==> config.mk <==
export PLATFORM = sky130hd
export DESIGN_NAME = requant_shift_pipe
export DESIGN_NICKNAME = d
export VERILOG_FILES = /design/src/rtl/requant_shift_pipe_pkg.sv /design/src/rtl/requant_round_sat.sv /design/src/rtl/requant_shift_pipe.sv
export SDC_FILE = /design/constraint.sdc
export NUM_CORES = 1
export LEC_CHECK = 0
export BUFFER_PORTS_ARGS = -buffer_cell sky130_fd_sc_hd__buf_2
export CAP_MARGIN = 20
export CORE_AREA = 4 4 90 92
export DETAILED_ROUTE_END_ITERATION = 12
export DIE_AREA = 0 0 94 96
export GPL_ROUTABILITY_DRIVEN = 0
export PLACE_DENSITY = 0.8
export RECOVER_POWER = 25
export SLEW_MARGIN = 25
export SYNTH_ARGS = -nofsm -noshare
export SYNTH_HDL_FRONTEND = slang
export SYNTH_HIERARCHICAL = 1
export SYNTH_SLANG_ARGS = --single-unit
==> constraint.sdc <==
create_clock -name clk -period 1.8 [get_ports clk]
set_input_delay 0.36 -clock clk [delete_from_list [all_inputs] [get_ports clk]]
set_output_delay 0.36 -clock clk [all_outputs]
set_load 0.005 [all_outputs]
==> src/rtl/requant_shift_pipe_pkg.sv <==
// Shared widths, clamp limits and the stage-2 payload type for the requantiser pipeline.
// The 17-bit accumulator width leaves headroom for the rounding bias.
package requant_shift_pipe_pkg;
    localparam int IN_W  = 16;
    localparam int OUT_W = 8;
    localparam int SH_W  = 4;
    localparam int CNT_W = 16;
    localparam int ACC_W = IN_W + 1;

    localparam int OUT_MAX = 127;
    localparam int OUT_MIN = -128;

    typedef struct packed {
        logic signed [OUT_W-1:0] data;
        logic                    sat;
    } stage_t;
endpackage

==> src/rtl/requant_round_sat.sv <==
// Combinational arithmetic for both pipe stages: round/shift of a raw word,
// and clamping of an already shifted value into the signed output range.
module requant_round_sat
    import requant_shift_pipe_pkg::*;
(
    input  logic signed [IN_W-1:0]  i_data,
    input  logic [SH_W-1:0]         i_shift,
    input  logic                    i_round_en,
    output logic signed [ACC_W-1:0] o_shifted,
    input  logic signed [ACC_W-1:0] i_s1,
    output stage_t                  o_payload
);
    localparam logic signed [ACC_W-1:0] W_HI = ACC_W'(OUT_MAX);
    localparam logic signed [ACC_W-1:0] W_LO = ACC_W'(OUT_MIN);

    logic [ACC_W-1:0]        w_bias;
    logic signed [ACC_W-1:0] w_sum;

    always_comb begin
        w_bias = '0;
        if (i_round_en && (i_shift != '0)) begin
            w_bias = ACC_W'(1) << (i_shift - SH_W'(1));
        end
        // Sign-extend one bit so the half-up bias can never overflow.
        w_sum     = {i_data[IN_W-1], i_data} + w_bias;
        o_shifted = w_sum >>> i_shift;
    end

    always_comb begin
        o_payload.data = i_s1[OUT_W-1:0];
        o_payload.sat  = 1'b0;
        if (i_s1 > W_HI) begin
            o_payload.data = OUT_W'(OUT_MAX);
            o_payload.sat  = 1'b1;
        end else if (i_s1 < W_LO) begin
            o_payload.data = OUT_W'(OUT_MIN);
            o_payload.sat  = 1'b1;
        end
    end
endmodule

==> src/rtl/requant_shift_pipe.sv <==
// Two-stage valid/ready requantiser: shift/round in stage 1, saturate in stage 2,
// plus a sticky counter of clipped words delivered downstream.
module requant_shift_pipe
    import requant_shift_pipe_pkg::*;
(
    input  logic                    clk,
    input  logic                    rst,
    input  logic                    i_in_valid,
    output logic                    o_in_ready,
    input  logic [IN_W-1:0]         i_in_data,
    input  logic [SH_W-1:0]         i_in_shift,
    input  logic                    i_round_en,
    output logic                    o_out_valid,
    input  logic                    i_out_ready,
    output logic [OUT_W-1:0]        o_out_data,
    output logic                    o_out_sat,
    input  logic                    i_sat_clr,
    output logic [CNT_W-1:0]        o_sat_count
);
    localparam logic [CNT_W-1:0] CNT_MAX = '1;

    logic                    r_s1_valid;
    logic signed [ACC_W-1:0] r_s1_data;
    logic                    r_s2_valid;
    stage_t                  r_s2;
    logic [CNT_W-1:0]        r_sat_count;

    logic                    w_s1_en;
    logic                    w_s2_en;
    logic                    w_out_fire;
    logic signed [ACC_W-1:0] w_shifted;
    stage_t                  w_payload;

    requant_round_sat u_round_sat (
        .i_data     ($signed(i_in_data)),
        .i_shift    (i_in_shift),
        .i_round_en (i_round_en),
        .o_shifted  (w_shifted),
        .i_s1       (r_s1_data),
        .o_payload  (w_payload)
    );

    // Ready ripples back combinationally from the output so a full pipe still streams.
    assign w_s2_en    = !r_s2_valid || i_out_ready;
    assign w_s1_en    = !r_s1_valid || w_s2_en;
    assign w_out_fire = r_s2_valid && i_out_ready;

    always_ff @(posedge clk or posedge rst) begin
        if (rst) begin
            r_s1_valid <= 1'b0;
            r_s1_data  <= '0;
        end else if (w_s1_en) begin
            r_s1_valid <= i_in_valid;
            if (i_in_valid) begin
                r_s1_data <= w_shifted;
            end
        end
    end

    always_ff @(posedge clk or posedge rst) begin
        if (rst) begin
            r_s2_valid <= 1'b0;
            r_s2       <= '0;
        end else if (w_s2_en) begin
            r_s2_valid <= r_s1_valid;
            if (r_s1_valid) begin
                r_s2 <= w_payload;
            end
        end
    end

    // Clear wins over a same-cycle increment; the count sticks at all-ones.
    always_ff @(posedge clk or posedge rst) begin
        if (rst) begin
            r_sat_count <= '0;
        end else if (i_sat_clr) begin
            r_sat_count <= '0;
        end else if (w_out_fire && r_s2.sat && (r_sat_count != CNT_MAX)) begin
            r_sat_count <= r_sat_count + CNT_W'(1);
        end
    end

    assign o_in_ready  = w_s1_en;
    assign o_out_valid = r_s2_valid;
    assign o_out_data  = r_s2.data;
    assign o_out_sat   = r_s2.sat;
    assign o_sat_count = r_sat_count;
endmodule

==> report_table.html <==
<table>
<tr><th>Metric</th><th>Value</th></tr>
<tr><th colspan="2">Job</th></tr>
<tr><td>Max Cap Violations</td><td>0</td></tr>
<tr><th colspan="2">Logic synthesis</th></tr>
<tr><td>Adder and majority gate portion of the synthesized area</td><td>6.15%</td></tr>
<tr><td>Biggest area contributors in the synthesized netlist</td><td>dfrtp_1 29%, mux2_2 9.2%, ha_1 5.6%</td></tr>
<tr><td>Share of the synthesized netlist area taken by xor and xnor gates</td><td>3.70%</td></tr>
<tr><td>Synthesized instance count</td><td>429</td></tr>
<tr><td>Ys flop type</td><td>dfrtp_1</td></tr>
<tr><td>Fraction of registers with async set/reset</td><td>100%</td></tr>
<tr><td>Net count of the mapped netlist</td><td>473</td></tr>
<tr><td>Synth Register Bits</td><td>44</td></tr>
<tr><td>Share of the synthesized area in the top cell type</td><td>29.1%</td></tr>
<tr><td>Count of warnings emitted by yosys</td><td>6</td></tr>
<tr><td>Number of enable flip-flop cells after synthesis</td><td>0</td></tr>
<tr><td>Avg Cell Area, Syn</td><td>8.82 um^2</td></tr>
<tr><td>Number of distinct library cells after synthesis</td><td>57</td></tr>
<tr><td>Top post-synthesis cells by count</td><td>44 x dfrtp_1, 43 x nand2_1, 41 x nor2_1</td></tr>
<tr><td>Dominant combinational cell family by area after synthesis</td><td>compound AO/OA/AOI/OAI gates</td></tr>
<tr><td>Cell with the most instances after synthesis</td><td>dfrtp_1</td></tr>
<tr><td>Area of the mapped netlist</td><td>roughly 3800 um^2</td></tr>
<tr><td>Simple-gate share of the synthesized area</td><td>19.4%</td></tr>
<tr><td>Post-synthesis cell type with the largest combined area</td><td>dfrtp_1</td></tr>
<tr><td>Multiplexer share of the synthesized area</td><td>between 10% and 20%</td></tr>
<tr><td>Compound-Gate Fraction of Synth Area</td><td>between 20% and 30%</td></tr>
<tr><td>Sequential share of the synthesized area</td><td>29.1%</td></tr>
<tr><th colspan="2">Detailed routing</th></tr>
<tr><td>Detail-routed net length per standard cell</td><td>22.7 um</td></tr>
<tr><td>Wire length after detailed routing</td><td>~16000 um</td></tr>
<tr><td>Remaining number of nets flagged by the antenna check after routing</td><td>0</td></tr>
<tr><td>First-pass detailed-route iteration total</td><td>5</td></tr>
<tr><td>Vias</td><td>4716</td></tr>
<tr><td>Post-detailed-route via-to-cell ratio</td><td>just under 7</td></tr>
<tr><td>Drt drc</td><td>0</td></tr>
<tr><td>Starting DRT DRC Count</td><td>roughly 600</td></tr>
<tr><th colspan="2">Timing</th></tr>
<tr><td>Post-layout worst setup margin</td><td>-1540 ps</td></tr>
<tr><td>Slew of the pin with the lowest slew margin</td><td>around 1100 ps</td></tr>
<tr><td>Hold Slack</td><td>259 ps</td></tr>
<tr><td>Setup Viol. Count Final</td><td>17</td></tr>
<tr><td>Number of endpoints with negative hold slack in the final report</td><td>0</td></tr>
<tr><td>Highest clock rate</td><td>roughly 0.3 GHz</td></tr>
<tr><td>Shortest period the worst path allows</td><td>about 3300 ps</td></tr>
<tr><td>Unrepaired setup endpoints after global routing</td><td>true</td></tr>
<tr><td>Worst clock skew on the final layout</td><td>5.60 ps</td></tr>
<tr><td>Headroom to the max-slew limit</td><td>25.3%</td></tr>
<tr><td>Final clock period utilization by the worst path</td><td>186%</td></tr>
<tr><td>Max Transition Viols Final</td><td>0</td></tr>
<tr><th colspan="2">CTS</th></tr>
<tr><td>Clock net sink count</td><td>44</td></tr>
<tr><td>Maximum buffer depth of the clock tree</td><td>2</td></tr>
<tr><td>Cell chosen for the clock root</td><td>clkbuf_8</td></tr>
<tr><td>Clock insertion delay at the later pin of the skew report</td><td>310 ps</td></tr>
<tr><td>Total clock buffers created by CTS</td><td>5</td></tr>
<tr><td>Number of H-tree levels</td><td>2</td></tr>
<tr><td>Clock-pin transition on the worst setup and hold timing paths</td><td>90 ps</td></tr>
<tr><td>TritonCTS clock tree</td><td>built</td></tr>
<tr><th colspan="2">Global route</th></tr>
<tr><td>Number of antenna violations at the first check in global routing</td><td>1</td></tr>
<tr><td>Wire length of the first global-routing pass</td><td>20000 um</td></tr>
<tr><td>Total gr overflow</td><td>0</td></tr>
<tr><td>Number of global-route vias before repair</td><td>4246</td></tr>
<tr><td>GRT Resource Usage Total</td><td>28.0%</td></tr>
<tr><td>Pin count of the biggest net entering global routing</td><td>45</td></tr>
<tr><th colspan="2">Worst setup path</th></tr>
<tr><td>Required time worst endpoint</td><td>1990 ps</td></tr>
<tr><td>Maximum cell stage delay along the critical path</td><td>540 ps</td></tr>
<tr><td>Cells on worst reg2reg path</td><td>5</td></tr>
<tr><td>Max Fanout on Critical Path</td><td>4</td></tr>
<tr><td>Crit path cell chain</td><td>buf_8 -&gt; clkinv_2 -&gt; nor2_4 -&gt; nand2_4 -&gt; nor2_1 -&gt; ha_1 -&gt; a21oi_4 -&gt; o211ai_1 -&gt; buf_4 -&gt; a21oi_2 -&gt; a21oi_1 -&gt; xor2_1 -&gt; mux4_2 -&gt; a221oi_2 -&gt; o21ai_1 -&gt; mux2_4</td></tr>
<tr><td>R2r endpoint</td><td>o_sat_count[15]</td></tr>
<tr><td>Worst reg-to-reg setup slack</td><td>20 ps</td></tr>
<tr><td>Crit path buf inv count</td><td>3</td></tr>
<tr><td>Crit path DAT</td><td>3540 ps</td></tr>
<tr><td>Path type of the worst setup path</td><td>input port to flip-flop</td></tr>
<tr><td>Startpoint of the worst-slack reg-to-reg timing path</td><td>o_sat_count[1]</td></tr>
<tr><td>Critical Path Start Type</td><td>input port</td></tr>
<tr><td>Cell family contributing the most delay on the critical path</td><td>compound AO/OA/AOI/OAI gates</td></tr>
<tr><td>Crit path capture type</td><td>flip-flop</td></tr>
<tr><td>Cell at the slowest stage of the critical path</td><td>mux4_2</td></tr>
<tr><th colspan="2">Placed design</th></tr>
<tr><td>Placed cell areas</td><td>4920 um^2</td></tr>
<tr><td>Cells after DPL</td><td>659</td></tr>
<tr><td>Total half-perimeter wirelength after legalization and detailed placement</td><td>8290 um</td></tr>
<tr><td>Port Buffer Count</td><td>52</td></tr>
<tr><th colspan="2">Final layout</th></tr>
<tr><td>Area added between synthesis and finish</td><td>55.0%</td></tr>
<tr><td>Fillcell total</td><td>364</td></tr>
<tr><td>Final std cell area, no fill</td><td>5870 um^2</td></tr>
<tr><td>Post-route insts no fill</td><td>697</td></tr>
<tr><td>Fin nets</td><td>640</td></tr>
<tr><td>Fraction of final layout cells sized beyond drive strength 1</td><td>around 52%</td></tr>
<tr><th colspan="2">Pwr</th></tr>
<tr><td>Combinational cell fraction of total power</td><td>41.1%</td></tr>
<tr><td>Sequential Power Share</td><td>36.8%</td></tr>
<tr><td>Sw frac</td><td>34.8%</td></tr>
<tr><td>Net switching power of the design</td><td>~1.2 mW</td></tr>
<tr><td>Lkg Pwr</td><td>2.65 nW</td></tr>
<tr><td>Max rail drop VDD</td><td>568 uV</td></tr>
<tr><td>Clk pwr share</td><td>around 22%</td></tr>
<tr><td>Power density over cell area</td><td>601 nW/um^2</td></tr>
<tr><td>Internal portion of total power</td><td>about 2.3 mW</td></tr>
<tr><td>Post-layout total power</td><td>3.53 mW</td></tr>
<tr><th colspan="2">Floorplan</th></tr>
<tr><td>Area of the core region</td><td>7210 um^2</td></tr>
<tr><td>Top-level port count</td><td>53</td></tr>
<tr><td>Standard-cell rows</td><td>31</td></tr>
<tr><td>Overall die area</td><td>9020 um^2</td></tr>
<tr><td>Die Ht</td><td>96 um</td></tr>
<tr><td>Initial Util</td><td>52.5%</td></tr>
<tr><td>Horizontal die dimension</td><td>between 90 and 100 um</td></tr>
<tr><th colspan="2">Hold path</th></tr>
<tr><td>Hold Path Cell Cnt</td><td>2</td></tr>
<tr><td>Path class of the lowest-slack min-delay path</td><td>input port to flip-flop</td></tr>
<tr><td>Hold Crit Endpoint</td><td>r_s1_valid</td></tr>
<tr><td>Critical hold path startpoint</td><td>i_in_valid</td></tr>
<tr><th colspan="2">Status</th></tr>
<tr><td>Run status</td><td>finished, violations left</td></tr>
<tr><td>Violations in the final reports</td><td>setup timing</td></tr>
</table>
==> flip-flops by register name, indices dropped and copies added (netlist names) <==
name,cells
o_out_data,8
o_out_valid,1
o_out_sat,1
r_s1_valid,1
o_sat_count,16
r_s1_data,17
==> worst max path at each step <==
stage / from / cells after the start / slack (ps) / end
3_5_place_dp: i_in_shift[2] / 17 / -1960 / r_s1_data[9]
3_3_place_gp: i_in_shift[2] / 17 / -1920 / r_s1_data[1]
2_1_floorplan: i_in_shift[1] / 16 / -1640 / r_s1_data[5]
5_1_grt: i_in_shift[2] / 16 / -1660 / r_s1_data[5]
6_report: i_in_shift[2] / 16 / -1540 / r_s1_data[5]
4_1_cts: i_in_shift[2] / 15 / -1410 / r_s1_data[5]
==> cell type report <==
| cell class | count | area (um^2) | area share (%) |
|---|---|---|---|
| diodes | 1 | 2.50 | 0.0427 |
| clock buffers | 6 | 72.6 | 1.24 |
| clock inverters | 2 | 35.0 | 0.597 |
| inverters | 11 | 55.1 | 0.938 |
| multi-input cells | 353 | 3130 | 53.4 |
| flip-flops and latches | 44 | 1100 | 18.8 |
| well taps | 99 | 124 | 2.11 |
| repair buffers | 181 | 1340 | 22.9 |
==> worst reg2reg max path: cells and delay by family (launching register included) <==
kind	cells	cell delay, ps
adder cells (fa/ha/maj)	1	210
flip-flops	1	390
AND/OR/NAND/NOR	3	870
AO/OA/AOI/OAI	1	230
==> power by group through the flow <==
stage	Sequential, mW	Clock [mW]	Combinational, mW
floorplan	1.28	0	0.653
global placement	1.28	0	1.05
detailed placement	1.29	0	1.09
CTS	1.28	0.764	1.20
global route	1.31	0.819	1.52
finish	1.30	0.779	1.45
==> through the flow <==
stage	utilization (%)	TNS [ps]	setup slack [ps]
detailed placement	68.1	-31970	-1960
global placement	68.1	-31340	-1920
floorplan	-	-25920	-1640
finish	81.3	-23800	-1540
CTS	74.9	-21150	-1410
global route	81.3	-25150	-1660
==> layer usage <==
metal | vias up | global-route usage [%] | routed length [um]
met3 | 137 | 5.94 | 1620
met4 | 0 | 13.4 | 1250
li1 | 1940 | - | -
met1 | 2206 | 31.5 | 5500
met2 | 433 | 50.4 | 7460
met5 | - | 0 | 0
==> placed cells by master (no fill, tap or decap), types with 5 or more instances in the layout <==
| master | netlist | layout |
|---|---|---|
| xor2_1 | 9 | 5 |
| mux2_4 | 0 | 10 |
| dfrtp_1 | 44 | 42 |
| or4_1 | 9 | 7 |
| o21ai_1 | 4 | 6 |
| o31ai_1 | 11 | 9 |
| a21oi_2 | 1 | 6 |
| clkbuf_8 | 0 | 5 |
| o21ai_0 | 14 | 9 |
| mux4_2 | 6 | 6 |
| nor2_1 | 41 | 30 |
| and3_1 | 7 | 6 |
| inv_1 | 9 | 7 |
| nor3_1 | 6 | 5 |
| a211oi_1 | 7 | 6 |
| nor2_4 | 0 | 8 |
| nor2b_1 | 5 | 5 |
| nand4_1 | 5 | 5 |
| nand2_1 | 43 | 32 |
| nand2_4 | 0 | 6 |
| a21o_1 | 11 | 10 |
| o21a_1 | 6 | 6 |
| mux2i_1 | 13 | 12 |
| o211ai_1 | 10 | 10 |
| buf_2 | 2 | 47 |
| buf_4 | 0 | 117 |
| nand3_1 | 10 | 8 |
| a21oi_1 | 32 | 25 |
| buf_6 | 0 | 10 |
| ha_1 | 17 | 10 |
| mux2_2 | 31 | 21 |
==> what timing repair did <==
action	CTS	global route
buffers inserted	10	19
pin swaps	22	26
resized for setup	66	70
hold buffers	0	0
setup endpoints to repair	17	27
==> logic make-up (layout without fill, tap and decap cells) <==
logic type | count (synthesis) | after routing
buffers and inverters | 32 | 200
AND/OR/NAND/NOR | 149 | 149
other | 1 | 2
multiplexers | 50 | 50
AO/OA/AOI/OAI | 119 | 119
XOR/XNOR | 16 | 16
adder cells (fa/ha/maj) | 18 | 18
flip-flops | 44 | 44
No activity file was read; power rests on OpenSTA's default activity.
